[src/rtl/mem_arb_pkg.sv]
// rtl/mem_arb_pkg.sv - shared types and arbitration helper for mem_req_arbiter
// Contents: FSM state encoding, master index constants, winner-pick function.
package mem_arb_pkg;

    typedef enum logic [1:0] {
        ST_IDLE = 2'd0,
        ST_GNT0 = 2'd1,
        ST_GNT1 = 2'd2,
        ST_GAP  = 2'd3
    } arb_state_t;

    localparam logic M0 = 1'b0;
    localparam logic M1 = 1'b1;

    // Winner for the next grant. With both masters requesting, fixed
    // priority always favours m0; round-robin favours whoever was not
    // served last. Only meaningful when at least one request is set.
    function automatic logic pick(
        input logic req0,
        input logic req1,
        input logic last,
        input logic prio
    );
        logic win;
        if (req0 && req1) begin
            win = prio ? M0 : ~last;
        end else if (req1) begin
            win = M1;
        end else begin
            win = M0;
        end
        return win;
    endfunction

endpackage

[src/rtl/mem_req_arbiter.sv]
// rtl/mem_req_arbiter.sv - two-master arbiter in front of the byte-bus sequencer port
// Ports:
//   clk, rst_n                        clock, synchronous active-low reset
//   mN_raddr/mN_rreq -> mN_rdata/mN_rdone    master N read request and response
//   mN_waddr/mN_wmask/mN_wdata -> mN_wdone   master N write request and response
//   s_raddr/s_rreq/s_waddr/s_wmask/s_wdata   request to the sequencer (granted master)
//   s_rdata/s_rdone/s_wdone           response from the sequencer
//   gnt                               one-hot current grant {m1,m0}, 00 when idle
module mem_req_arbiter
    import mem_arb_pkg::*;
#(
    parameter int RV   = 16,
    parameter int PA   = 18,
    parameter int PRIO = 0
) (
    input  logic              clk,
    input  logic              rst_n,

    input  logic [PA-1:RV/16] m0_raddr,
    input  logic [RV/8-1:0]   m0_rreq,
    output logic [RV-1:0]     m0_rdata,
    output logic              m0_rdone,
    input  logic [PA-1:RV/16] m0_waddr,
    input  logic [RV/8-1:0]   m0_wmask,
    input  logic [RV-1:0]     m0_wdata,
    output logic              m0_wdone,

    input  logic [PA-1:RV/16] m1_raddr,
    input  logic [RV/8-1:0]   m1_rreq,
    output logic [RV-1:0]     m1_rdata,
    output logic              m1_rdone,
    input  logic [PA-1:RV/16] m1_waddr,
    input  logic [RV/8-1:0]   m1_wmask,
    input  logic [RV-1:0]     m1_wdata,
    output logic              m1_wdone,

    output logic [PA-1:RV/16] s_raddr,
    output logic [RV/8-1:0]   s_rreq,
    output logic [PA-1:RV/16] s_waddr,
    output logic [RV/8-1:0]   s_wmask,
    output logic [RV-1:0]     s_wdata,
    input  logic [RV-1:0]     s_rdata,
    input  logic              s_rdone,
    input  logic              s_wdone,

    output logic [1:0]        gnt
);

    arb_state_t state, state_d;
    logic       last, last_d;
    logic       req0, req1;
    logic       seq_done;

    assign req0     = (|m0_rreq) || (|m0_wmask);
    assign req1     = (|m1_rreq) || (|m1_wmask);
    assign seq_done = s_rdone || s_wdone;

    // Read data is registered inside the sequencer, so both masters can
    // simply watch it; only the done pulse says whose data it is.
    assign m0_rdata = s_rdata;
    assign m1_rdata = s_rdata;

    always_ff @(posedge clk) begin
        if (!rst_n) begin
            state <= ST_IDLE;
            last  <= M1;
        end else begin
            state <= state_d;
            last  <= last_d;
        end
    end

    // A grant lasts until the sequencer's first done of either kind; a
    // master with both a read and a write pending re-arbitrates for the
    // second one. GAP always follows so the sequencer sees requests low
    // on its post-done cycle and again while we re-arbitrate in IDLE.
    always_comb begin
        state_d = state;
        last_d  = last;
        case (state)
            ST_IDLE: begin
                if (req0 || req1) begin
                    state_d = (pick(req0, req1, last, PRIO != 0) == M1) ? ST_GNT1 : ST_GNT0;
                end
            end
            ST_GNT0: begin
                if (seq_done) begin
                    state_d = ST_GAP;
                    last_d  = M0;
                end
            end
            ST_GNT1: begin
                if (seq_done) begin
                    state_d = ST_GAP;
                    last_d  = M1;
                end
            end
            ST_GAP: begin
                state_d = ST_IDLE;
            end
            default: begin
                state_d = ST_IDLE;
            end
        endcase
    end

    // Request mux and done routing come straight from the registered
    // state: the granted master's live request passes through, and done
    // pulses outside a grant (IDLE/GAP) are swallowed.
    always_comb begin
        gnt      = 2'b00;
        s_raddr  = '0;
        s_rreq   = '0;
        s_waddr  = '0;
        s_wmask  = '0;
        s_wdata  = '0;
        m0_rdone = 1'b0;
        m0_wdone = 1'b0;
        m1_rdone = 1'b0;
        m1_wdone = 1'b0;
        case (state)
            ST_GNT0: begin
                gnt      = 2'b01;
                s_raddr  = m0_raddr;
                s_rreq   = m0_rreq;
                s_waddr  = m0_waddr;
                s_wmask  = m0_wmask;
                s_wdata  = m0_wdata;
                m0_rdone = s_rdone;
                m0_wdone = s_wdone;
            end
            ST_GNT1: begin
                gnt      = 2'b10;
                s_raddr  = m1_raddr;
                s_rreq   = m1_rreq;
                s_waddr  = m1_waddr;
                s_wmask  = m1_wmask;
                s_wdata  = m1_wdata;
                m1_rdone = s_rdone;
                m1_wdone = s_wdone;
            end
            default: begin
            end
        endcase
    end

endmodule

[config.mk]
export PLATFORM = sky130hd
export DESIGN_NAME = mem_req_arbiter
export DESIGN_NICKNAME = d
export VERILOG_FILES = /design/src/rtl/mem_arb_pkg.sv /design/src/rtl/mem_req_arbiter.sv
export SDC_FILE = /design/constraint.sdc
export NUM_CORES = 1
export LEC_CHECK = 0
export ABC_CLOCK_PERIOD_IN_PS = 1450
export CAP_MARGIN = 20
export CORE_MARGIN = 3
export CORE_UTILIZATION = 20
export DETAILED_ROUTE_END_ITERATION = 10
export PLACE_DENSITY = 0.75
export SLEW_MARGIN = 10
export SYNTH_ARGS = -nofsm -noshare
export SYNTH_HDL_FRONTEND = slang
export SYNTH_SLANG_ARGS = --single-unit
[constraint.sdc]
create_clock -name clk -period 1.45 [get_ports clk]
set_input_delay 0.29 -clock clk [delete_from_list [all_inputs] [get_ports clk]]
set_output_delay 0.29 -clock clk [all_outputs]
set_load 0.01 [all_outputs]
==> reports/metrics.yaml, run 1 <==
critical_path:
  timing.rr.end: "state[0]"
  cp_max_fo: 8
  cp.required_ns: 1.16
  r2r_start: "state[1]"
  cp-start-kind: "flip-flop"
  rrSetupSlack_ns: -0.04
  arrival_ns: 1.50
  end_kind: "output pin"
  reg2regPathDepth: 7
  path_class: "reg -> out"
clock_network:
  cts_max_level: 1
  cts_hold_buf: 0
  cts_buffer_depth: 2
  clock_latency_ns: 0.22
  cts_sinks: 3
  cts.clk_slew.worst_paths_ns: 0.04
  numCtsBuffers: 3
  tritoncts: "built"
  cts_root_buf: "clkbuf_8"
drt:
  drt_iter0_drc: 40
  ant_nets: 0
  vias: 2117
  routed_via_density: 4.79
  routed_wl_um: 8410
  wl_per_cell_um: 19.0
  drc: 0
  drtPass1Iterations: 3
yosys:
  synth_commonest_cells: "a22oi_1 (54), nor2b_1 (54), buf_4 (33)"
  netlist_instances: 192
  syn_avg_cell_area_um2: 7.05
  yosysSeqAreaShare: 0.0444
  synth-edff-count: 0
  yosysWarnings: 0
  syn_area_um2: 1350
  synth_nets: 325
  synth_area_leaders: "a22oi_1 (30%), nor2b_1 (25%), buf_4 (18%)"
  ys_ff_latch: 3
  synth.distinct_cells: 21
  synth_top_area_frac: 0.299
  synthArstFlopShare: 0
  yosysTopAreaCell: "a22oi_1"
  ys.flop_type: "dfxtp_1"
cells_and_area:
  n_antenna_cell: 0
  design_area_um2: 3990
  num-fill-cells: 552
  syn2layout_area_growth_pct: 195
  final_nets: 499
  regArea_um2: 67.6
  final_cells: 442
  drive_gt1_frac: 0.608
  multi_input_area_um2: 1500
grt:
  grt_util_all_layers: 0.193
  grt_start_max_net_pins: 20
  overflow: 0
  first_global_vias: 2236
  antenna_found_initial: 0
  grt_pass1_wl_um: 11600
sta:
  fin_crit_ns: 1.79
  slew_headroom: 0.801
  hold_violations: 0
  setup_viol_count_final: 61
  tightest_slew_ns: 0.296
  final.period_utilization: 1.24
  slew_violations: 0
  setup_ws_ns: -0.344
  fmax_mhz: 557
  clock_skew_ns: 0.00585
  rsz0062_at_grt: "yes"
floorplanning:
  die_w_um: 88.3
  row_count: 29
  pin_count: 220
  die_h_um: 88.3
  start_util: 0.210
  core_area_um2: 6460
  die_area_um2: 7790
placement:
  port_buffers: 171
  placed_area_um2: 3250
  place_congestion: 0.788
  post-place-cells: 410
  place_hpwl_um: 5370
power:
  p_sw_frac: 0.395
  power.internal_mw: 4.54
  p_leak_nw: 1.58
  combPwrFrac: 0.939
  p_seq_frac: 0.026
  clkPwrFrac: 0.034
  total_power_mw: 7.49
  power_switching_mw: 2.96
  irDropWorstVdd_v: 0.00120
  powerDensity_nw_per_um2: 1880
min_path:
  hold_depth: 2
  hold_class: "reg -> reg"
  hold_start: "last"
  whs_endpoint: "last"
outcome:
  violations: "negative setup slack"
  outcome: "complete, but fails checks"
job:
  cap_violations: 0
metrics by stage:
| step | utilization | setup slack [ns] | TNS, ns | hold slack (ns) |
|---|---|---|---|---|
| 6_report | 0.617 | -0.344 | -17.64 | 0.529 |
| 5_1_grt | 0.617 | -0.396 | -20.37 | 0.556 |
| 4_1_cts | 0.577 | -0.352 | -18.27 | 0.506 |
| 3_5_place_dp | 0.503 | -0.547 | -30.35 | 0.483 |
| 3_3_place_gp | 0.503 | -0.522 | -28.36 | 0.472 |
| 2_1_floorplan | - | -0.0223 | -0.517 | 0.362 |
how the worst max path moves through the flow:
stage                        start          to  slack, ns
after floorplan           state[0]  s_waddr[8]      -0.02
after global placement    state[0]  s_wmask[1]      -0.52
after detailed placement  state[0]   s_rreq[1]      -0.55
after CTS                 state[1]  s_raddr[5]      -0.35
after global routing      state[1]  s_wdata[1]      -0.40
final                     state[1]  s_wmask[1]      -0.34
final cells by class:
class                   instances  share of cell area
repair buffers                220               0.569
multi-input cells             136               0.375
well taps                      77              0.0242
flip-flops and latches          3              0.0169
clock buffers                   4              0.0113
inverters                       2             0.00377
critical path, stage by stage (launching register included):
cell and delay, ns:
dfxtp_4 0.38, inv_6 0.05, ha_4 0.30, bufbuf_16 0.27, nor2b_1 0.13, buf_2 0.14
routing by layer:
metal	share of wire	wire, µm	vias up	global-route usage
met5	0	0	-	0
met4	0.015	122	0	0.0481
met3	0.078	657	20	0.0391
met2	0.55	4630	100	0.373
met1	0.36	3000	989	0.211
li1	-	-	1008	-
power groups by stage:
stage | Sequential [mW] | Combinational [mW] | Clock [mW]
detailed placement | 0.159 | 4.60 | 0
floorplan | 0.153 | 2.71 | 0
global placement | 0.154 | 4.55 | 0
finish | 0.198 | 7.04 | 0.256
global route | 0.202 | 7.43 | 0.262
CTS | 0.189 | 6.49 | 0.263
cell families (layout without fill, tap and decap cells):
family	Yosys count	in the layout	synth area share
fa+ha+maj	5	5	0.0462
buf+inv	53	226	0.249
simple gates	67	67	0.316
flops	3	3	0.0444
compound gates	64	64	0.345
cell usage in the layout, fill, tap and decap left out:
cell             netlist  layout
bufbuf_16              0       1
o2111ai_2              0       1
a22oi_2                0      53
nor2_1                 2       2
and2_4                 0       3
dfxtp_1                3       1
buf_4                 33      22
nand3b_1               1       1
buf_16                 0       7
dlymetal6s2s_1         0       5
nor2b_2                0      27
clkbuf_8               0       3
o21ai_0                4       4
buf_6                  0      23
clkdlybuf4s50_1        0     106
nor2b_1               54      15
nor2b_4                0      12
a32oi_4                0       1
nor4_4                 1       2
o41ai_2                0       1
o21ai_2                0       1
a21oi_1                1       1
and2_1                 4       1
clkbuf_1               7       1
inv_4                  0       1
nand2_1                3       3
dfxtp_4                0       2
buf_8                  0       2
buf_2                 11      42
o21ai_1                2       1
a22oi_1               54       1
nand3_1                1       1
inv_6                  0       1
buf_12                 0       9
ha_4                   0       5
clkbuf_16              0       3
registers in the layout (all words and copies together) (netlist names):
name	flops
last	1
state	2
timing repair:
item / CTS / global route
pin swaps: 36 / 16
setup buffers: 16 / 6
cloned: 9 / 3
setup endpoints to repair: 62 / 61
resized for setup: 316 / 42
Power figures use the tool's default switching activity.
==> run 2: changes to the inputs <==
--- a/config.mk
+++ b/config.mk
@@ -10,4 +10,5 @@
 export CORE_MARGIN = 3
 export CORE_UTILIZATION = 20
+export CTS_CLUSTER_SIZE = 8
 export DETAILED_ROUTE_END_ITERATION = 10
 export PLACE_DENSITY = 0.75
==> constraint.sdc (replaced) <==
create_clock -name clk -period 1.45 [get_ports clk]
set_input_delay 0.29 -clock clk [delete_from_list [all_inputs] [get_ports clk]]
set_output_delay 0.29 -clock clk [all_outputs]
set_load 0.02 [all_outputs]
==> run 2 against run 1 <==
Effect of this change:
- final cell count is 0.90% lower
- sequential power hardly changed
- routed wire length is 5.2% lower
- core utilization is 6.1 points higher
- largest power group unchanged
- critical endpoint is now s_rreq[0]
- clock skew is 0.0057 ns lower
- clock power is 7% lower
- the flow still finishes with violations (negative setup slack)
==> reports/metrics.yaml, run 2 (synthesis gave the netlist of run 1 again) <==
outcome:
  outcome: "complete, but fails checks"
  violations: "negative setup slack"
drt:
  ant_nets: 0  # unchanged
  drtPass1Iterations: 4  # +1
  wl_per_cell_um: 18.2  # -4.3%
  routed_via_density: 4.78  # -0.18%
  drc: 0  # unchanged
  routed_wl_um: 7970  # -5.2%
  vias: 2094  # -1.1%
  drt_iter0_drc: 48  # +20%
critical_path:
  rrSetupSlack_ns: -0.19  # -0.15 ns
  arrival_ns: 1.50  # about the same
  r2r_start: "state[0]"
  cp.required_ns: 1.16  # about the same
  critical-path-top-delay-family: "buffers and inverters"
  slowest_delay_ns: 0.38  # about the same
  end_kind: "output pin"
  cp_slowest_cell: "dfxtp_4"
  path_cells: "inv_6 > ha_4 > buf_12 > clkbuf_16 > nor2b_4 > buf_6"
  critPathBufInv: 4  # +1
  path_class: "reg -> out"
  cp_max_fo: 6  # -2
  reg2regPathDepth: 8  # +1
  timing.rr.end: "state[0]"
  cp-start-kind: "flip-flop"
  crit_cells: 6  # +1
cells_and_area:
  final_common_cell: "clkdlybuf4s50_1"
  largestRegisters: "state: 2 flops, last: 1 flops"
  drive_gt1_frac: 0.633  # +0.0251
  design_area_um2: 4380  # +9.9%
  syn2layout_area_growth_pct: 224
  largest_reg_flops: 2  # unchanged
  most-common-layout-cells: "clkdlybuf4s50_1 (109), buf_6 (62), a22oi_2 (53), nor2b_4 (51), buf_4 (18)"
  top_register: "state"
  final_nets: 494  # -1.0%
clock_network:
  numCtsBuffers: 3  # unchanged
  cts_root_buf: "clkbuf_8"
  clock_latency_ns: 0.21  # about the same
  cts_sinks: 3  # unchanged
  cts_buffer_depth: 2  # unchanged
  cts_max_level: 1  # unchanged
  cts.clk_slew.worst_paths_ns: 0.03  # about the same
  tritoncts: "built"
min_path:
  hold_class: "reg -> reg"
  hold_start: "last"
  hold_depth: 2  # unchanged
  whs_endpoint: "last"
sta:
  clock_skew_ns: 0.000148  # -0.00571 ns
  fin_crit_ns: 1.79  # -0.00281 ns
  hold_violations: 0  # unchanged
  setup_viol_count_final: 61  # unchanged
  slew_violations: 0  # unchanged
  hold_ws_ns: 0.497  # -0.0316 ns
  rsz0062_at_grt: "yes"
  setup_ws_ns: -0.341  # +0.00281 ns
  fmax_mhz: 558  # +0.16%
  slew_headroom: 0.774  # -0.0278
  final.period_utilization: 1.24  # -0.00194
  setup_tns_ns: -18.01  # -0.368 ns
  tightest_slew_ns: 0.337  # +0.0414 ns
floorplanning:
  die_w_um: 88.3  # unchanged
  die_area_um2: 7790  # unchanged
  die_h_um: 88.3  # unchanged
  pin_count: 220  # unchanged
  core_area_um2: 6460  # unchanged
  start_util: 0.210  # unchanged
  row_count: 29  # unchanged
grt:
  first_global_vias: 2188  # -2.1%
  overflow: 0  # unchanged
  grt_util_all_layers: 0.186  # -0.00662
  grt_start_max_net_pins: 21  # +5.0%
  grt_pass1_wl_um: 11300  # -2.8%
  antenna_found_initial: 1  # +1
job:
  cap_violations: 0  # unchanged
placement:
  placed_area_um2: 3690  # +13%
  place_hpwl_um: 5390  # +0.46%
  port_buffers: 171  # unchanged
  place_congestion: 0.715  # -9.3%
power:
  p_leak_nw: 1.64  # +3.6%
  irDropWorstVdd_v: 0.00144  # +21%
  powerDensity_nw_per_um2: 2070  # +10%
-- run 2: cell count changes in the layout (fill, tap and decap cells not counted), moves of 2 or more --
| cell | change |
|---|---|
| nor2b_2 | -25 |
| dlymetal6s2s_1 | -5 |
| nor2b_4 | +39 |
| buf_2 | -41 |
| dlygate4sd2_1 | +2 |
| buf_12 | +3 |
| nor2b_1 | -14 |
| clkdlybuf4s50_1 | +3 |
| buf_6 | +39 |
| buf_4 | -4 |
-- run 2: where the power goes --
part | internal [mW] | switching [mW]
logic | 5.14 | 3.50
clock network | 0.187 | 0.0511
registers | 0.136 | 0.0604
total | 5.46 | 3.61
-- run 2: metal layers --
layer,vias to the layer above,wire length (µm),GRT usage
met2,96,4230,0.349
met1,988,3010,0.218
met5,-,0,0
met3,8,661,0.0391
met4,0,72,0.0330
li1,1002,-,-
-- run 2: metrics by stage --
step	total power, mW	util	std cells	worst slack [ns]
floorplan	4.55	-	192	-0.0169
global placement	6.38	0.571	412	-0.581
finish	9.07	0.678	438	-0.341
CTS	8.67	0.655	432	-0.397
global route	9.56	0.678	438	-0.404
detailed placement	6.44	0.571	412	-0.603
-- run 2: final cells by class --
class                           count  area [µm²]
Antenna cell                        1        2.50
Clock buffer                        4        45.0
Fill cell                         490        2080
Inverter                            2        15.0
Multi-Input combinational cell    136        1700
Sequential cell                     3        67.6
Tap cell                           77        96.3
Timing Repair Buffer              215        2460
-- run 2: worst max-delay path by stage --
| stage | startpoint | endpoint |
|---|---|---|
| floorplan | state[0] | s_raddr[6] |
| global placement | state[1] | s_rreq[0] |
| detailed placement | state[0] | s_raddr[15] |
| CTS | state[0] | s_rreq[1] |
| global route | state[1] | s_waddr[2] |
| finish | state[0] | s_rreq[0] |
-- run 2: tightest hold or removal path: cells and delay by family, from the launching register on --
| kind | cells | cell delay (ns) |
|---|---|---|
| flip-flops | 1 | 0.31 |
| AND/OR/NAND/NOR | 2 | 0.13 |
-- run 2: repair_timing --
item | in CTS | in global routing
pin swaps | 14 | 9
setup endpoints to repair | 62 | 61
cloned | 8 | 3
hold buffers | 0 | 0
setup buffers | 8 | 4
resized for setup | 380 | 26
==> run 3: changes to the inputs <==
- CTS_BUF_LIST: not set -> sky130_fd_sc_hd__clkbuf_16
- REMOVE_ABC_BUFFERS: not set -> 1
==> run 3 against run 2 <==
Effect of this change:
- the run still ends with negative setup slack left
- largest cell class unchanged
- critical path type unchanged
- core utilization decreased by 12 points
- flip-flop and latch count unchanged
- via count about the same
- count of clock-buffer cells in the layout decreased by 1
==> reports/metrics.yaml, run 3 (synthesis gave the netlist of run 1 again) <==
outcome:
  outcome: "complete, but fails checks"
  violations: "negative setup slack"
cells_and_area:
  largest_reg_flops: 2  # unchanged
  n_antenna_cell: 0  # -1
  final_common_cell: "clkdlybuf4s50_1"
  regArea_um2: 67.6  # unchanged
  largestRegisters: "state: 2 flops, last: 1 flops"
  finish.utilization: 0.562  # -0.117
  multi_input_area_um2: 1290  # -24%
  syn2layout_area_growth_pct: 168
  most-common-layout-cells: "clkdlybuf4s50_1 (110), buf_4 (60), nor2b_1 (43), a22oi_2 (35)"
  num-fill-cells: 611  # +25%
  drive_gt1_frac: 0.451  # -0.182
  final_nets: 482  # -2.4%
  top_register: "state"
  design_area_um2: 3630  # -17%
placement:
  placed_area_um2: 3060  # -17%
  port_buffers: 171  # unchanged
  place_hpwl_um: 5590  # +3.7%
  place_congestion: 0.754  # +5.4%
floorplanning:
  start_util: 0.210  # unchanged
  die_w_um: 88.3  # unchanged
  pin_count: 220  # unchanged
  core_area_um2: 6460  # unchanged
  row_count: 29  # unchanged
  die_h_um: 88.3  # unchanged
  die_area_um2: 7790  # unchanged
sta:
  clock_skew_ns: 0.00256  # +0.00242 ns
  hold_violations: 0  # unchanged
  slew_violations: 0  # unchanged
  setup_ws_ns: -0.342  # -0.000349 ns
  setup_viol_count_final: 60  # -1.6%
  fin_crit_ns: 1.79  # +0.000349 ns
  tightest_slew_ns: 0.324  # -0.0136 ns
  setup_tns_ns: -16.30  # +1.70 ns
  rsz0062_at_grt: "yes"
  hold_ws_ns: 0.496  # -0.00127 ns
  fmax_mhz: 558  # about the same
  slew_headroom: 0.781  # +0.00795
  final.period_utilization: 1.24  # about the same
critical_path:
  cp.required_ns: 1.16  # about the same
  r2r_start: "state[0]"
  rrSetupSlack_ns: -0.04  # +0.15 ns
  timing.rr.end: "state[0]"
  critical-path-top-delay-family: "buffers and inverters"
  critPathBufInv: 4  # unchanged
  slowest_delay_ns: 0.35  # -0.03 ns
  crit_cells: 7  # +1
  end_kind: "output pin"
  path_cells: "buf_6 > ha_4 > buf_6 > buf_16 > a22oi_2 > nor2b_1 > buf_4"
  cp_max_fo: 8  # +2
  path_common_cell: "buf_6"
  cp_slowest_cell: "dfxtp_4"
  arrival_ns: 1.50  # about the same
  reg2regPathDepth: 7  # -1
  path_class: "reg -> out"
  cp-start-kind: "flip-flop"
drt:
  ant_nets: 0  # unchanged
  vias: 2093  # -0.048%
  drc: 0  # unchanged
  wl_per_cell_um: 18.9  # +3.7%
  routed_via_density: 4.92  # +3.0%
  drt_iter0_drc: 35  # -27%
  routed_wl_um: 8030  # +0.65%
  drtPass1Iterations: 4  # unchanged
min_path:
  whs_endpoint: "last"
  hold_start: "last"
  hold_depth: 2  # unchanged
  hold_class: "reg -> reg"
clock_network:
  clock_latency_ns: 0.22  # about the same
  cts_root_buf: "clkbuf_16"
  numCtsBuffers: 3  # unchanged
  cts_sinks: 3  # unchanged
  cts_max_level: 1  # unchanged
  cts.clk_slew.worst_paths_ns: 0.03  # about the same
  tritoncts: "built"
  cts_buffer_depth: 2  # unchanged
grt:
  overflow: 0  # unchanged
  grt_util_all_layers: 0.187  # +0.000957
  grt_start_max_net_pins: 26  # +24%
  grt_pass1_wl_um: 11100  # -2.1%
  antenna_found_initial: 0  # -1
  first_global_vias: 2144  # -2.0%
power:
  powerDensity_nw_per_um2: 1850  # -11%
  irDropWorstVdd_v: 0.000966  # -33%
  total_power_mw: 6.71  # -26%
  p_leak_nw: 1.38  # -16%
job:
  cap_violations: 0  # unchanged
run 3: metrics by stage:
| stage | cells | setup WS (ns) |
|---|---|---|
| after floorplan | 141 | -0.979 |
| after global placement | 409 | -0.592 |
| after detailed placement | 409 | -0.642 |
| after CTS | 422 | -0.336 |
| after global routing | 425 | -0.392 |
| final | 425 | -0.342 |
run 3: worst max path at each step:
stage          startpoint          end  slack (ns)
4_1_cts          state[1]   s_raddr[3]       -0.34
2_1_floorplan    state[0]  s_raddr[10]       -0.98
6_report         state[0]   s_wdata[3]       -0.34
3_3_place_gp     state[1]   s_wdata[3]       -0.59
5_1_grt          state[0]  s_raddr[12]       -0.39
3_5_place_dp     state[0]   s_raddr[3]       -0.64
run 3: metal layers:
metal / GRT usage / share of wire
met5: 0.0519 / 0.0066
met4: 0.0453 / 0.0088
met3: 0.112 / 0.15
met2: 0.305 / 0.48
met1: 0.204 / 0.36
run 3: area by class of cell:
class / count / share of cell area
repair buffers: 203 / 0.574
multi-input cells: 136 / 0.355
well taps: 77 / 0.0266
clock buffers: 3 / 0.0207
flip-flops and latches: 3 / 0.0186
inverters: 2 / 0.00345
clock inverters: 1 / 0.00103
run 3: power breakdown:
part | switching (mW) | internal (mW) | leakage [nW]
combinational | 2.76 | 3.33 | 1.31
sequential | 0.0481 | 0.136 | 0.0261
clock | 0.0751 | 0.356 | 0.0423
run 3: what timing repair did:
item / in CTS / in global routing
endpoints found under the setup margin: 62 / 61
buffers inserted: 5 / 2
gates cloned: 5 / 3
pin swaps: 17 / 11
hold buffers: 0 / 0
resized for setup: 353 / 43
run 3: tightest hold or removal path: cells and delay by family (launching register included):
kind | cells | cell delay, ns
DFF | 1 | 0.31
and+or+nand+nor | 2 | 0.12
